===== src/rtl/rca_bist.sv =====
// rca_bist: built-in self-test wrapper for an external combinational
// ripple-carry adder. A 16-bit Fibonacci LFSR produces operand pairs for
// a_o/b_o. The returned sum s_i is compared with an internal reference.
// The block counts checked vectors and mismatches, then reports pass/fail.
// Optional build macro BIST_ERR_LOG_EN adds a log of the first mismatching
// vector of each run. This log is exposed on err_seen/err_a/err_b/err_s.
module rca_bist #(
  parameter int unsigned WIDTH       = 4,
  parameter int unsigned NUM_VECTORS = 150,
  parameter logic [15:0] SEED        = 16'hACE1
) (
  input  logic             clk,
  input  logic             reset_n,
  input  logic             start,
  output logic [WIDTH-1:0] a_o,
  output logic [WIDTH-1:0] b_o,
  input  logic [WIDTH:0]   s_i,
  output logic             busy,
  output logic             done,
  output logic             pass,
  output logic [15:0]      vec_count,
  output logic [15:0]      err_count
`ifdef BIST_ERR_LOG_EN
  ,
  output logic             err_seen,
  output logic [WIDTH-1:0] err_a,
  output logic [WIDTH-1:0] err_b,
  output logic [WIDTH:0]   err_s
`endif
);

  // A zero seed would lock the LFSR at zero, so it is replaced by 1.
  localparam logic [15:0] LP_SEED = (SEED == 16'h0000) ? 16'h0001 : SEED;
  localparam logic [15:0] LP_NUM  = 16'(NUM_VECTORS);

  typedef enum logic [1:0] {
    ST_IDLE,
    ST_DRIVE,
    ST_CHECK,
    ST_DONE
  } state_t;

  state_t           r_state;
  logic [15:0]      r_lfsr;
  logic [WIDTH-1:0] r_a;
  logic [WIDTH-1:0] r_b;
  logic             r_busy;
  logic             r_done;
  logic             r_pass;
  logic [15:0]      r_vec;
  logic [15:0]      r_err;

  logic             w_fb;
  logic [15:0]      w_lfsrNext;
  logic [WIDTH:0]   w_ref;
  logic             w_mismatch;
  logic [15:0]      w_vecNext;
  logic [15:0]      w_errNext;
  logic             w_lastVec;
  logic             w_errZeroAfter;

  // Next LFSR value, reference sum, and the updated counts for the CHECK step.
  always_comb begin
    w_fb           = r_lfsr[15] ^ r_lfsr[13] ^ r_lfsr[12] ^ r_lfsr[10];
    w_lfsrNext     = {r_lfsr[14:0], w_fb};
    w_ref          = {1'b0, r_a} + {1'b0, r_b};
    w_mismatch     = (s_i != w_ref);
    w_vecNext      = r_vec + 16'd1;
    w_errNext      = (r_err == 16'hFFFF) ? r_err : (r_err + 16'd1);
    w_lastVec      = (w_vecNext == LP_NUM);
    w_errZeroAfter = (r_err == 16'd0) && !w_mismatch;
  end

  // Run sequencer: one DRIVE plus one CHECK cycle per vector, with registered status.
  always_ff @(posedge clk or negedge reset_n) begin
    if (!reset_n) begin
      r_state <= ST_IDLE;
      r_lfsr  <= LP_SEED;
      r_a     <= '0;
      r_b     <= '0;
      r_busy  <= 1'b0;
      r_done  <= 1'b0;
      r_pass  <= 1'b0;
      r_vec   <= 16'd0;
      r_err   <= 16'd0;
    end else begin
      case (r_state)
        ST_IDLE, ST_DONE: begin
          if (start) begin
            r_lfsr <= LP_SEED;
            r_vec  <= 16'd0;
            r_err  <= 16'd0;
            if (LP_NUM == 16'd0) begin
              r_state <= ST_DONE;
              r_busy  <= 1'b0;
              r_done  <= 1'b1;
              r_pass  <= 1'b1;
            end else begin
              r_state <= ST_DRIVE;
              r_busy  <= 1'b1;
              r_done  <= 1'b0;
              r_pass  <= 1'b0;
            end
          end
        end
        ST_DRIVE: begin
          r_a     <= r_lfsr[WIDTH-1:0];
          r_b     <= r_lfsr[2*WIDTH-1:WIDTH];
          r_state <= ST_CHECK;
        end
        ST_CHECK: begin
          r_vec  <= w_vecNext;
          r_lfsr <= w_lfsrNext;
          if (w_mismatch) begin
            r_err <= w_errNext;
          end
          if (w_lastVec) begin
            r_state <= ST_DONE;
            r_busy  <= 1'b0;
            r_done  <= 1'b1;
            r_pass  <= w_errZeroAfter;
          end else begin
            r_state <= ST_DRIVE;
          end
        end
        default: begin
          r_state <= ST_IDLE;
          r_busy  <= 1'b0;
          r_done  <= 1'b0;
          r_pass  <= 1'b0;
        end
      endcase
    end
  end

  assign a_o       = r_a;
  assign b_o       = r_b;
  assign busy      = r_busy;
  assign done      = r_done;
  assign pass      = r_pass;
  assign vec_count = r_vec;
  assign err_count = r_err;

`ifdef BIST_ERR_LOG_EN
  logic             r_errSeen;
  logic [WIDTH-1:0] r_errA;
  logic [WIDTH-1:0] r_errB;
  logic [WIDTH:0]   r_errS;

  // Keep the first mismatching vector of a run; a new run start clears it.
  always_ff @(posedge clk or negedge reset_n) begin
    if (!reset_n) begin
      r_errSeen <= 1'b0;
      r_errA    <= '0;
      r_errB    <= '0;
      r_errS    <= '0;
    end else if ((r_state == ST_IDLE || r_state == ST_DONE) && start) begin
      r_errSeen <= 1'b0;
      r_errA    <= '0;
      r_errB    <= '0;
      r_errS    <= '0;
    end else if (r_state == ST_CHECK && w_mismatch && !r_errSeen) begin
      r_errSeen <= 1'b1;
      r_errA    <= r_a;
      r_errB    <= r_b;
      r_errS    <= s_i;
    end
  end

  assign err_seen = r_errSeen;
  assign err_a    = r_errA;
  assign err_b    = r_errB;
  assign err_s    = r_errS;
`endif

endmodule

===== config.mk =====
export PLATFORM = sky130hd
export DESIGN_NAME = rca_bist
export DESIGN_NICKNAME = d
export VERILOG_FILES = /design/src/rtl/rca_bist.sv
export SDC_FILE = /design/constraint.sdc
export NUM_CORES = 1
export LEC_CHECK = 0
export BUFFER_PORTS_ARGS = -buffer_cell sky130_fd_sc_hd__buf_2
export CAP_MARGIN = 10
export CORE_MARGIN = 2
export CORE_UTILIZATION = 52
export CTS_BUF_LIST = sky130_fd_sc_hd__clkbuf_4
export DETAILED_ROUTE_END_ITERATION = 12
export PLACE_DENSITY = 0.74
export SLEW_MARGIN = 25
export SYNTH_ARGS = -nofsm -noshare
export SYNTH_HDL_FRONTEND = slang
export SYNTH_SLANG_ARGS = --single-unit

===== constraint.sdc =====
create_clock -name clk -period 3.9 [get_ports clk]
set_input_delay 0.78 -clock clk [delete_from_list [all_inputs] [get_ports clk]]
set_output_delay 0.78 -clock clk [all_outputs]
set_load 0.01 [all_outputs]

==> impl_metrics.json <==
{
  "synth_ff_type": "dfrtp_1",
  "powerDensity_nw_per_um2": 635,
  "final-hold-violation-count": 0,
  "ys_types": 61,
  "synth_nets": 372,
  "period_needed_ps": 2900,
  "row_count": 29,
  "top_usage_layer": "met2",
  "path_clk_slew_ps": 130,
  "fin_worst_skew_ps": 20.0,
  "firstDrtPassIters": 9,
  "finalInstanceArea_sq_um": 3900,
  "antenna_found_initial": 0,
  "fmax_ghz": 0.345,
  "met1_usage_pct": 32.8,
  "seqCellArea_sq_um": 1540,
  "io_pins": 51,
  "end_kind": "flop",
  "cp.depth": 8,
  "postSynthAreaPerCell_sq_um": 9.87,
  "worstMarginPinSlew_ps": 966,
  "clk_latency_ps": 420,
  "ys_warn_count": 0,
  "rr_startpoint": "a_o[0]",
  "endpoint": "err_count[9]",
  "cts_buffers": 9,
  "worstRegToRegCells": 8,
  "vdd_drop_max_mv": 0.411,
  "drive_gt1_share_pct": 24.4,
  "crit_type": "flop to flop",
  "vias": 2928,
  "chipWidth_um": 85.7,
  "rsz0062_at_grt": "false",
  "grt_pass1_wl_um": 13300,
  "violations": "design-rule violations",
  "netlist_area_sq_um": 3470,
  "cts.sinks": 61,
  "h-tree-depth": 3,
  "slew_headroom_pct": 35.2,
  "synthArstFlopShare_pct": 100,
  "drtAntennaViolNets": 0,
  "num-fill-cells": 560,
  "cp_num_buf_inv": 0,
  "synthTopCellsByArea": "dfrtp_1, dfstp_2, o21ai_0, nand2_1, ha_1",
  "pre_cts_slack_ps": 1060,
  "instances_no_fill": 478,
  "crit_family": "simple AND/OR/NAND/NOR gates",
  "fin_crit_sh_pct": 74.4,
  "dieArea_sq_um": 7350,
  "synth.ff_latch_count": 61,
  "clockBufferDepth": 2,
  "fp.coreArea_sq_um": 6420,
  "wirelength_um": 8070,
  "grt_pass1_vias": 2714,
  "gp_congestion": 0.845,
  "crit_fanout": 18,
  "root_buffer": "clkbuf_4",
  "cts_tree": "built",
  "gr-usage-met2_pct": 33.4,
  "grtUsageTotal_pct": 22.8,
  "hp-class": "input port to async pin",
  "multi_input_area_sq_um": 1800,
  "gr-usage-met3_pct": 5.20,
  "drtIter0Drc": 206,
  "die_h_um": 85.7,
  "hpwl_um": 5450,
  "cts_hold_buf": 0,
  "place_inst": 462,
  "grt_max_degree": 35,
  "setup.worst_path.start": "a_o[0]",
  "fin_ws_ps": 999,
  "yosys.area.top_type": "dfrtp_1",
  "max_stage_delay_ps": 850,
  "postCtsSetupRepairBufs": 0,
  "postPlaceCellArea_sq_um": 3740,
  "synth_top_area_share_pct": 38.2,
  "outcome": "finished with violations",
  "cts-resized-gates": 0,
  "leakagePower_nw": 1.72,
  "crit_required_ps": 4220,
  "grt-ovfl-total": 0,
  "finalSetupViolations": 0,
  "drcViolationCount": 5,
  "nNetsFinal": 416,
  "finalMaxSlewViolations": 0,
  "critical_path.slowest_cell": "nor3_2",
  "reg2reg_setup_slack_ps": 1000,
  "via_per_inst": 6.13,
  "initial_core_util_pct": 54.1,
  "wire_per_inst_um": 16.9,
  "setup_tns_ps": 0,
  "yosysSeqAreaShare_pct": 44.2,
  "r2r-end": "err_count[9]",
  "cp-start-kind": "flop",
  "cp.arrival_ps": 3220,
  "synth_edf_count": 0,
  "n_antenna_cell": 0,
  "drv_cap": 0,
  "areaGrowthSynthToFinish_pct": 12.3,
  "totalPowerFinal_mw": 2.48,
  "path_cells": "ha_1 -> fa_1 -> xor2_1 -> xnor2_1 -> nand4_1 -> nor3_2 -> o41ai_1 -> a22o_1",
  "port_buffers": 50,
  "synth_cells": 352
}
worst min path at each step:
stage / cells past startpoint / start / slack [ps] / end
6_report: 1 / reset_n / 380 / err_count[10]
3_3_place_gp: 1 / r_lfsr[8] / 490 / r_lfsr[8]
3_5_place_dp: 1 / r_lfsr[14] / 490 / r_lfsr[14]
2_1_floorplan: 1 / r_lfsr[8] / 470 / r_lfsr[8]
5_1_grt: 1 / reset_n / 410 / err_count[7]
4_1_cts: 1 / reset_n / 390 / err_count[2]
through the flow:
step                      util, %  hold slack (ps)
after CTS                    60.7              393
after global routing         60.7              413
after detailed placement     58.2              489
final                        60.7              377
after global placement       58.2              488
after floorplan                 -              466
registers in the layout, indices dropped and copies added (netlist names):
name / flops
err_count: 16
done: 1
a_o: 4
busy: 1
r_lfsr: 16
b_o: 4
vec_count: 16
r_state: 2
pass: 1
Yosys cell counts (all sizes together) (3+ instances only):
library cell,number
a22o,10
o41ai,3
mux2i,5
nand2,39
o22a,7
buf,7
inv,11
dfrtp,53
and2,3
clkbuf,12
nand4,17
xnor2,7
a31oi,6
nor3,9
or3,3
nand3,13
o31ai,8
and4,6
nand2b,7
a21oi,13
dfstp,8
nor4,7
mux2,8
and3,3
o21ai,34
nor2,10
or4,4
ha,11
xor2,8
area by class of cell:
| type | count | area share, % |
|---|---|---|
| inverters | 11 | 1.06 |
| clock inverters | 7 | 2.50 |
| well taps | 77 | 2.47 |
| clock buffers | 9 | 1.73 |
| multi-input cells | 261 | 46.1 |
| flip-flops and latches | 61 | 39.4 |
| repair buffers | 52 | 6.80 |
kinds of logic (layout without fill, tap and decap cells):
kind of cell             count (synthesis)  in the layout  synth area share (%)
AND/OR/NAND/NOR                        124            124                  20.0
buffers and inverters                   30             79                  4.07
multiplexers                            13             13                  4.03
AO/OA/AOI/OAI                           97             97                  19.1
flip-flops                              61             61                  44.2
XOR/XNOR                                15             15                  4.00
adder cells (fa/ha/maj)                 12             12                  4.54
power breakdown:
group / leakage [nW] / internal [mW] / switching [mW]
Clock: 0.0829 / 0.263 / 0.263
Sequential: 0.787 / 0.791 / 0.147
Combinational: 0.849 / 0.398 / 0.614
metal layers:
layer	vias to the layer above	routed length [um]
met5	-	0
met4	0	146
met3	16	401
met2	81	3690
met1	1419	3830
li1	1412	-
placed cells by master, fill, tap and decap left out, types with 3 or more instances in the layout:
| cell type | count |
|---|---|
| a21oi_1 | 12 |
| a22o_1 | 10 |
| a31oi_1 | 6 |
| and3_1 | 3 |
| and4_1 | 3 |
| buf_2 | 50 |
| clkbuf_4 | 9 |
| dfrtp_1 | 53 |
| dfstp_2 | 8 |
| ha_1 | 11 |
| inv_1 | 11 |
| mux2_2 | 8 |
| mux2i_1 | 5 |
| nand2_1 | 39 |
| nand2b_1 | 7 |
| nand3_1 | 13 |
| nand4_1 | 14 |
| nand4_2 | 3 |
| nor2_1 | 10 |
| nor3_1 | 7 |
| nor4_1 | 6 |
| o21ai_0 | 33 |
| o22a_1 | 7 |
| o31ai_1 | 8 |
| o41ai_1 | 3 |
| or3_1 | 3 |
| or4_1 | 4 |
| xnor2_1 | 6 |
| xor2_1 | 8 |
No activity file was read; power rests on OpenSTA's default activity.
